--- src/rtl/chip_test_pkg.sv ---
// -----------------------------------------------------------------------------
// chip_test_pkg
// Shared types and constants for the logic-gate chip tester.
//   mode_t           : 3-bit gate-function code driven on Mode
//   state_t          : tester sequencing states
//   MODE_INVALID_MIN : first Mode code that does not name a gate function
//   mode_is_valid()  : true when a raw Mode code names a gate function
// -----------------------------------------------------------------------------
package chip_test_pkg;

   typedef enum logic [2:0] {
      MODE_NOT  = 3'd0,
      MODE_AND  = 3'd1,
      MODE_NAND = 3'd2,
      MODE_OR   = 3'd3,
      MODE_NOR  = 3'd4,
      MODE_XOR  = 3'd5
   } mode_t;

   typedef enum logic [2:0] {
      HALTED,
      SET,
      DRIVE,
      SAMPLE,
      DONE
   } state_t;

   localparam logic [2:0] MODE_INVALID_MIN = 3'd6;

   function automatic logic mode_is_valid(input logic [2:0] code);
      return (code < MODE_INVALID_MIN);
   endfunction

endpackage

--- src/rtl/gate_ref_model.sv ---
// -----------------------------------------------------------------------------
// gate_ref_model
// Combinational golden output of one gate of the selected function for the
// input vector currently being applied.
//   FANIN    : inputs per gate
//   mode     : in  gate function
//   vector   : in  FANIN-bit input combination
//   expected : out output a good gate must produce
// -----------------------------------------------------------------------------
module gate_ref_model
   import chip_test_pkg::*;
#(
   parameter int FANIN = 2
) (
   input  mode_t            mode,
   input  logic [FANIN-1:0] vector,
   output logic             expected
);

   always_comb begin
      expected = 1'b0;
      case (mode)
         MODE_NOT:  expected = ~vector[0];   // inverter only looks at input 0
         MODE_AND:  expected = &vector;
         MODE_NAND: expected = ~(&vector);
         MODE_OR:   expected = |vector;
         MODE_NOR:  expected = ~(|vector);
         MODE_XOR:  expected = ^vector;
         default:   expected = 1'b0;
      endcase
   end

endmodule

--- src/rtl/chip_gate_tester.sv ---
// -----------------------------------------------------------------------------
// chip_gate_tester
// Exhaustive tester for a multi-gate logic chip. Applies every FANIN-bit input
// combination to all gates at once, waits SETTLE cycles, compares the
// synchronised chip outputs against the golden function and accumulates a
// per-gate failure mask. Result is held until the display acknowledges it.
//
// Ports:
//   Clk        in  system clock
//   Reset_n    in  asynchronous active-low reset
//   Run        in  start request (only honoured in HALTED)
//   Mode       in  3-bit gate function code, latched at start
//   Drive      out gate inputs, gate g input i at bit g*FANIN+i
//   Sense      in  gate outputs, asynchronous to Clk
//   DISP_RSLT  in  display acknowledge, returns tester to HALTED
//   Done       out test complete
//   RSLT       out 1 = every gate passed
//   Fail_mask  out bit g set = gate g mismatched at least once
//
// state  | meaning
// -------+------------------------------------------------------------------
// HALTED | idle, Drive low, result held, waiting for Run
// SET    | latch Mode, clear mask/vector/counter, reject invalid modes
// DRIVE  | current vector applied, settle counter running
// SAMPLE | compare synchronised Sense with golden output, advance vector
// DONE   | Done high, Drive low, waiting for DISP_RSLT
// -----------------------------------------------------------------------------
module chip_gate_tester
   import chip_test_pkg::*;
#(
   parameter int GATES  = 4,
   parameter int FANIN  = 2,
   parameter int SETTLE = 4
) (
   input  logic                   Clk,
   input  logic                   Reset_n,
   input  logic                   Run,
   input  logic [2:0]             Mode,
   output logic [GATES*FANIN-1:0] Drive,
   input  logic [GATES-1:0]       Sense,
   input  logic                   DISP_RSLT,
   output logic                   Done,
   output logic                   RSLT,
   output logic [GATES-1:0]       Fail_mask
);

   localparam int               CW       = (SETTLE > 1) ? $clog2(SETTLE) : 1;
   localparam logic [CW-1:0]    CNT_LAST = CW'(SETTLE - 1);
   localparam logic [FANIN-1:0] VEC_LAST = {FANIN{1'b1}};

   state_t                 state_q;
   state_t                 state_d;
   mode_t                  mode_q;
   logic [FANIN-1:0]       vec_q;
   logic [FANIN-1:0]       vec_d;
   logic [CW-1:0]          cnt_q;
   logic [CW-1:0]          cnt_d;
   logic [GATES-1:0]       sense_meta;
   logic [GATES-1:0]       sense_sync;
   logic                   expected;
   logic [GATES-1:0]       mismatch;
   logic [GATES*FANIN-1:0] drive_d;
   logic                   done_d;
   logic                   rslt_d;
   logic [GATES-1:0]       mask_d;

   gate_ref_model #(
      .FANIN    (FANIN)
   ) u_ref (
      .mode     (mode_q),
      .vector   (vec_q),
      .expected (expected)
   );

   assign mismatch = sense_sync ^ {GATES{expected}};

   always_ff @(posedge Clk or negedge Reset_n) begin
      if (!Reset_n) begin
         state_q <= HALTED;
      end else begin
         state_q <= state_d;
      end
   end

   always_comb begin
      state_d = state_q;
      case (state_q)
         HALTED: if (Run)                  state_d = SET;
         SET:    state_d = mode_is_valid(Mode) ? DRIVE : DONE;
         DRIVE:  if (cnt_q == CNT_LAST)    state_d = SAMPLE;
         SAMPLE: state_d = (vec_q == VEC_LAST) ? DONE : DRIVE;
         DONE:   if (DISP_RSLT)            state_d = HALTED;
         default: state_d = HALTED;
      endcase
   end

   // Next values for every registered output and datapath register. Drive is
   // derived from the next state and next vector so it changes on the very
   // edge that enters DRIVE with a new combination.
   always_comb begin
      vec_d  = vec_q;
      cnt_d  = cnt_q;
      mask_d = Fail_mask;
      rslt_d = RSLT;
      case (state_q)
         SET: begin
            vec_d  = '0;
            cnt_d  = '0;
            rslt_d = 1'b0;
            mask_d = mode_is_valid(Mode) ? '0 : '1;
         end
         DRIVE: begin
            cnt_d = (state_d == SAMPLE) ? '0 : cnt_q + 1'b1;
         end
         SAMPLE: begin
            mask_d = Fail_mask | mismatch;
            cnt_d  = '0;
            if (state_d == DONE) begin
               rslt_d = ~(|mask_d);
            end else begin
               vec_d = vec_q + 1'b1;
            end
         end
         default: ;
      endcase
      done_d  = (state_d == DONE);
      drive_d = ((state_d == DRIVE) || (state_d == SAMPLE)) ? {GATES{vec_d}} : '0;
   end

   always_ff @(posedge Clk or negedge Reset_n) begin
      if (!Reset_n) begin
         mode_q     <= MODE_NOT;
         vec_q      <= '0;
         cnt_q      <= '0;
         sense_meta <= '0;
         sense_sync <= '0;
         Drive      <= '0;
         Done       <= 1'b0;
         RSLT       <= 1'b0;
         Fail_mask  <= '0;
      end else begin
         if ((state_q == SET) && mode_is_valid(Mode)) begin
            mode_q <= mode_t'(Mode);
         end
         vec_q      <= vec_d;
         cnt_q      <= cnt_d;
         sense_meta <= Sense;
         sense_sync <= sense_meta;
         Drive      <= drive_d;
         Done       <= done_d;
         RSLT       <= rslt_d;
         Fail_mask  <= mask_d;
      end
   end

endmodule

--- config.mk ---
export PLATFORM = sky130hd
export DESIGN_NAME = chip_gate_tester
export DESIGN_NICKNAME = d
export VERILOG_FILES = /design/src/rtl/chip_test_pkg.sv /design/src/rtl/gate_ref_model.sv /design/src/rtl/chip_gate_tester.sv
export SDC_FILE = /design/constraint.sdc
export NUM_CORES = 1
export LEC_CHECK = 0
export ABC_AREA = 1
export BUFFER_PORTS_ARGS = -buffer_cell sky130_fd_sc_hd__buf_2
export CAP_MARGIN = 20
export CORE_MARGIN = 5
export CORE_UTILIZATION = 55
export CTS_BUF_LIST = sky130_fd_sc_hd__clkbuf_2 sky130_fd_sc_hd__clkbuf_4 sky130_fd_sc_hd__clkbuf_8
export CTS_CLUSTER_SIZE = 28
export DETAILED_ROUTE_END_ITERATION = 6
export MAX_ROUTING_LAYER = met4
export PLACE_DENSITY = 0.8
export SLEW_MARGIN = 30
export SYNTH_ARGS = -nofsm -noshare
export SYNTH_HDL_FRONTEND = slang
export SYNTH_HIERARCHICAL = 1
export SYNTH_SLANG_ARGS = --single-unit
--- constraint.sdc ---
create_clock -name Clk -period 2 [get_ports Clk]
set_input_delay 0.1 -clock Clk [delete_from_list [all_inputs] [get_ports Clk]]
set_output_delay 0.1 -clock Clk [all_outputs]
set_load 0.1 [all_outputs]
# == Word level (Yosys, flattened, before mapping) ==
# Index checks and enable logic that the tools add are counted.
# totals
wordCells,62
regBits,32
# op_classes
n_mux,16
magnitude_cmp,1
add_sub_neg,2
bitwise_logic,6
reduce_logical,12
n_eq_ne,15
# ops
operator,count
"== test 3 x 2 -> 1 bit, second input constant",6
2-to-1 mux 3 bit,5
one-hot mux 3 bit (5 select lines),1
"== test 3 bit, second input constant",4
2-to-1 mux 8 bit,1
one-hot mux 2 bit (2 select lines),2
one-hot mux 4 bit (2 select lines),1
"== test 3 x 1 -> 1 bit, second input constant",2
logical NOT 3 bit,2
one-hot mux 1 bit (6 select lines),1
"adder 2 x 1 -> 2 bit, second input constant",2
"== test 2 bit, second input constant",2
2-to-1 mux 2 bit,2
2-to-1 mux 4 bit,1
NOT 1 bit,4
bitwise OR 4 bit,1
AND reduction 2 bit,2
nonzero test 2 bit,2
OR reduction 2 bit,2
OR reduction 4 bit,1
XOR 4 bit,1
"< comparator 3 bit, second input constant",1
"!= test 2 bit, second input constant",1
one-hot mux 1 bit (2 select lines),1
other kinds (4),4

# == Longest topological paths before layout ==
# logic_depth
word_depth,9
depth_mapped,15
mapped_depth_nobuf,15

# == Modules after synthesis ==
# Netlist, hierarchy kept.
# by_module_without_submodules
mod,seq_area_each_um2,instances,cells_per_inst,area_per_inst_um2
chip_gate_tester,650.6,1,117,1109.8
gate_ref_model,0.0,1,25,117.6

# == Worst setup path before layout ==
# OpenSTA, ideal clock, no wires.
# synth_timing
path_kind,register to register
from,register vec_q[0]
to,register RSLT
t_required_ns,1.932
synth_period_minus_slack_ns,1.599
path_stages_with_launch,16
arrival_ns,1.531
path_buffers,0
path_slack_ns,0.401
setup_ns,0.068
cell_sequence,dfrtp_1 -> inv_1 -> ha_1 -> inv_1 -> nand2_1 -> nand3_1 -> nand2_1 -> inv_1 -> nand2_1 -> inv_1 -> nor2_1 -> nor2_1 -> nand2_1 -> nor2_1 -> nand4_1 -> nand2_1
# synth_between
elab_chain_cells,9
word_cells_on_any_way,19
cone_classes,eq/ne (3); mux (5); bitwise (6); reduce/logical (5)
# synth_lines
element,line_no,source
start: declaration,chip_gate_tester.sv:54,logic [FANIN-1:0] vec_q;
start signal: assignment,chip_gate_tester.sv:145,vec_q <= vec_d;
OR reduction 2 bit or AND reduction 2 bit (tied branches),--,
"NOT 1 bit, on equally long branches","gate_ref_model.sv:27, gate_ref_model.sv:25",
one-hot mux 1 bit (6 select lines) (*),gate_ref_model.sv:22,case (mode)
named net expected,chip_gate_tester.sv:60,logic expected;
XOR 4 bit (*),chip_gate_tester.sv:75,assign mismatch = sense_sync ^ {GATES{expected}};
bitwise OR 4 bit (*),chip_gate_tester.sv:116,mask_d = Fail_mask | mismatch;
OR reduction 4 bit (*),chip_gate_tester.sv:119,rslt_d = ~(|mask_d);
NOT 1 bit (*),chip_gate_tester.sv:119,
2-to-1 mux 1 bit (*),chip_gate_tester.sv:118,if (state_d == DONE) begin
one-hot mux 1 bit (2 select lines) (*),chip_gate_tester.sv:105,case (state_q)
end signal: assignment,chip_gate_tester.sv:151,RSLT <= rslt_d;
end: declaration,chip_gate_tester.sv:43,"output logic RSLT,"
# The timed path passes the listed nets; every way through them passes the cells marked *. The select of a mux whose other input is x is not followed.
# A chain may end at the register's enable or synchronous reset.

# == Worst setup path in the final report ==
# Same ends and word-level chain as after synthesis.

==> reports/metrics.cfg <==
[status]
outcome=finished clean

[timing]
tns_ns=0
max_slew_margin_pct=61.9
setup_viol=0
fin_ws_ns=0.224
min_period_ns=1.78
max_freq_mhz=563
post-route-period-util_pct=88.8
hold_viol=0
slew_viol_final=0
worst_slew_pin_slew_ns=0.572
clock-skew-final_ns=0.00202
rsz0062_at_grt=false

[layout]
design_area_mm2=0.00146
areaGrowthSynthToFinish_pct=18.6
fill_cells=182
layout.cells.most_common=nand2_1
layout_common_cells=35 x nand2_1, 26 x dfrtp_1, 24 x buf_2
fin_util_pct=67.1
register_area_um2=651
fin_nets=187
drive_gt1_share_pct=21.6
multi_input_area_um2=453
antenna_cells=0

[global_route]
grt_util_met1_pct=19.4
overflow=0
grt_antenna_before_repair=0
met3_usage_pct=2.94
grt_usage_pct=16.3
grt_pass1_wl_mm=4.04
busiest_layer=met2
grt_pass1_vias=967
use_met2_pct=27.2
grt_max_degree=27

[floorplanning]
start_util_pct=56.6
coreArea_mm2=0.00217
ioPinCount=25
die_y_um=57.2
die_area_mm2=0.00328
rows=17
dieWidth_um=57.2

[setup_path]
cp_slowest_cell=dfrtp_1
critical_path_class=reg2reg
arrival_ns=2.04
worstPathBufferInverterCount=4
r2r_start=vec_q[0]
rr_worst_depth=15
critical_path_required_ns=2.26
path_common_cell=nand2_1
cp_max_fo=5
reg2reg_slack_ns=0.22
cp.depth=15
cp-startpoint=vec_q[0]
critical-path-top-delay-family=simple AND/OR/NAND/NOR gates
cp-start-kind=flop
worstPathCellList=inv_1 -> ha_1 -> inv_1 -> nand2_1 -> nand3_1 -> nand2_1 -> inv_1 -> nand2_1 -> inv_1 -> nor2_1 -> nor2_1 -> nand2_1 -> nor2_1 -> nand4_1 -> nand2_1
crit_path_end=RSLT
cp-end-kind=flop
critical-path-max-stage-delay_ns=0.43
r2r-end=RSLT

[routing]
routedWlPerCell_um=12.0
drt_pass1_iterations=4
wl_mm=2.40
drt_iter0_drc=22
antenna_left=0
drc=0
vias=1015
vias_per_cell=5.10

[clock_network]
clkLatencyLatePin_ns=0.31
htreeDepth=1
path_clk_slew_ns=0.13
cts_tree=yes
clk_path_buf_depth=2
clock-root-buffer=clkbuf_4
cts_buffers=3
cts_sinks=26

[placement]
dpl.hpwl_mm=1.79
portBuffers=24
dpl_cell_area_mm2=0.00134
place.gp.congestion=0.935
post-place-ws_ns=0.258

[yosys]
yosysUniqueCellTypes=20
synth_seq_cells=26
syn_area_mm2=0.00123
yosys-top-cells-area=dfrtp_1 53%, nand2_1 11%, nand3_1 6.1%
ys_seq_area_share_pct=53.0
avgSynthCellArea_um2=8.64
yosys_warnings=6
synth_top_area_cell=dfrtp_1
synth_cells=142
synth.top_cell.area_share_pct=53.0
synth_fp_nets=157

[run]
maxCapViolations=0

[hold_path]
hold_path.class=in2reg

==> flip-flops by register name, indices dropped and copies added (netlist names) <==
signal      cells
vec_q           2
sense_sync      4
sense_meta      4
Drive           2
Fail_mask       4
cnt_q           2
Done            1
RSLT            1
state_q         3
mode_q          3
==> routing by layer <==
layer	routed length, um	part of all wire [%]
met5	0	0
met3	120	5.0
met4	38	1.6
met1	1040	43
met2	1200	50
==> how the worst min path moves through the flow <==
| stage | end | cells after the start | start |
|---|---|---|---|
| 2_1_floorplan | Done | 0 | Reset_n |
| 3_3_place_gp | Fail_mask[0] | 1 | Reset_n |
| 3_5_place_dp | Fail_mask[0] | 1 | Reset_n |
| 4_1_cts | mode_q[0] | 3 | Mode[0] |
| 5_1_grt | mode_q[0] | 3 | Mode[0] |
| 6_report | mode_q[0] | 3 | Mode[0] |
==> Yosys cell counts, drive strengths merged <==
master	number
a21boi	1
a21oi	2
buf	6
dfrtp	26
ha	4
inv	21
nand2	37
nand3	15
nand3b	3
nand4	3
nor2	18
o21ai	4
o31ai	1
or2	1
==> cell families (layout without fill, tap and decap cells) <==
logic type / count (synthesis) / count (layout) / synth area share [%]
buf+inv: 27 / 56 / 10.1
simple gates: 77 / 77 / 29.2
flops: 26 / 26 / 53.0
fa+ha+maj: 4 / 4 / 4.08
compound gates: 8 / 8 / 3.67
==> per-stage QoR <==
step	instances	hold slack, ns
6_report	199	0.00963
5_1_grt	199	0.0160
4_1_cts	197	0.0000154
3_5_place_dp	188	0.123
3_3_place_gp	188	0.120
2_1_floorplan	142	-0.196
==> timing repair <==
item | 4_1_cts | 5_1_grt
setup endpoints to repair | 0 | 1
endpoints found under the hold margin | 30 | 0
gates resized for setup | 0 | 0
hold buffers | 5 | 0
setup buffers | 0 | 2
==> area by class of cell <==
type / count / area share [%]
sequential: 26 / 44.7
multi-input combinational: 89 / 31.1
timing repair buffer: 31 / 12.7
inverter: 21 / 5.42
tap: 28 / 2.41
clock inverter: 1 / 2.06
clock buffer: 3 / 1.55
==> worst reg2reg max path: cells and delay by family, from the launching register on <==
family	cells	cell delay, ns
simple gates	10	0.69
flops	1	0.43
buf+inv	4	0.33
fa+ha+maj	1	0.30
Power is not shown: default switching activity piles up to over one toggle a cycle in this logic, so the estimate is an artifact.
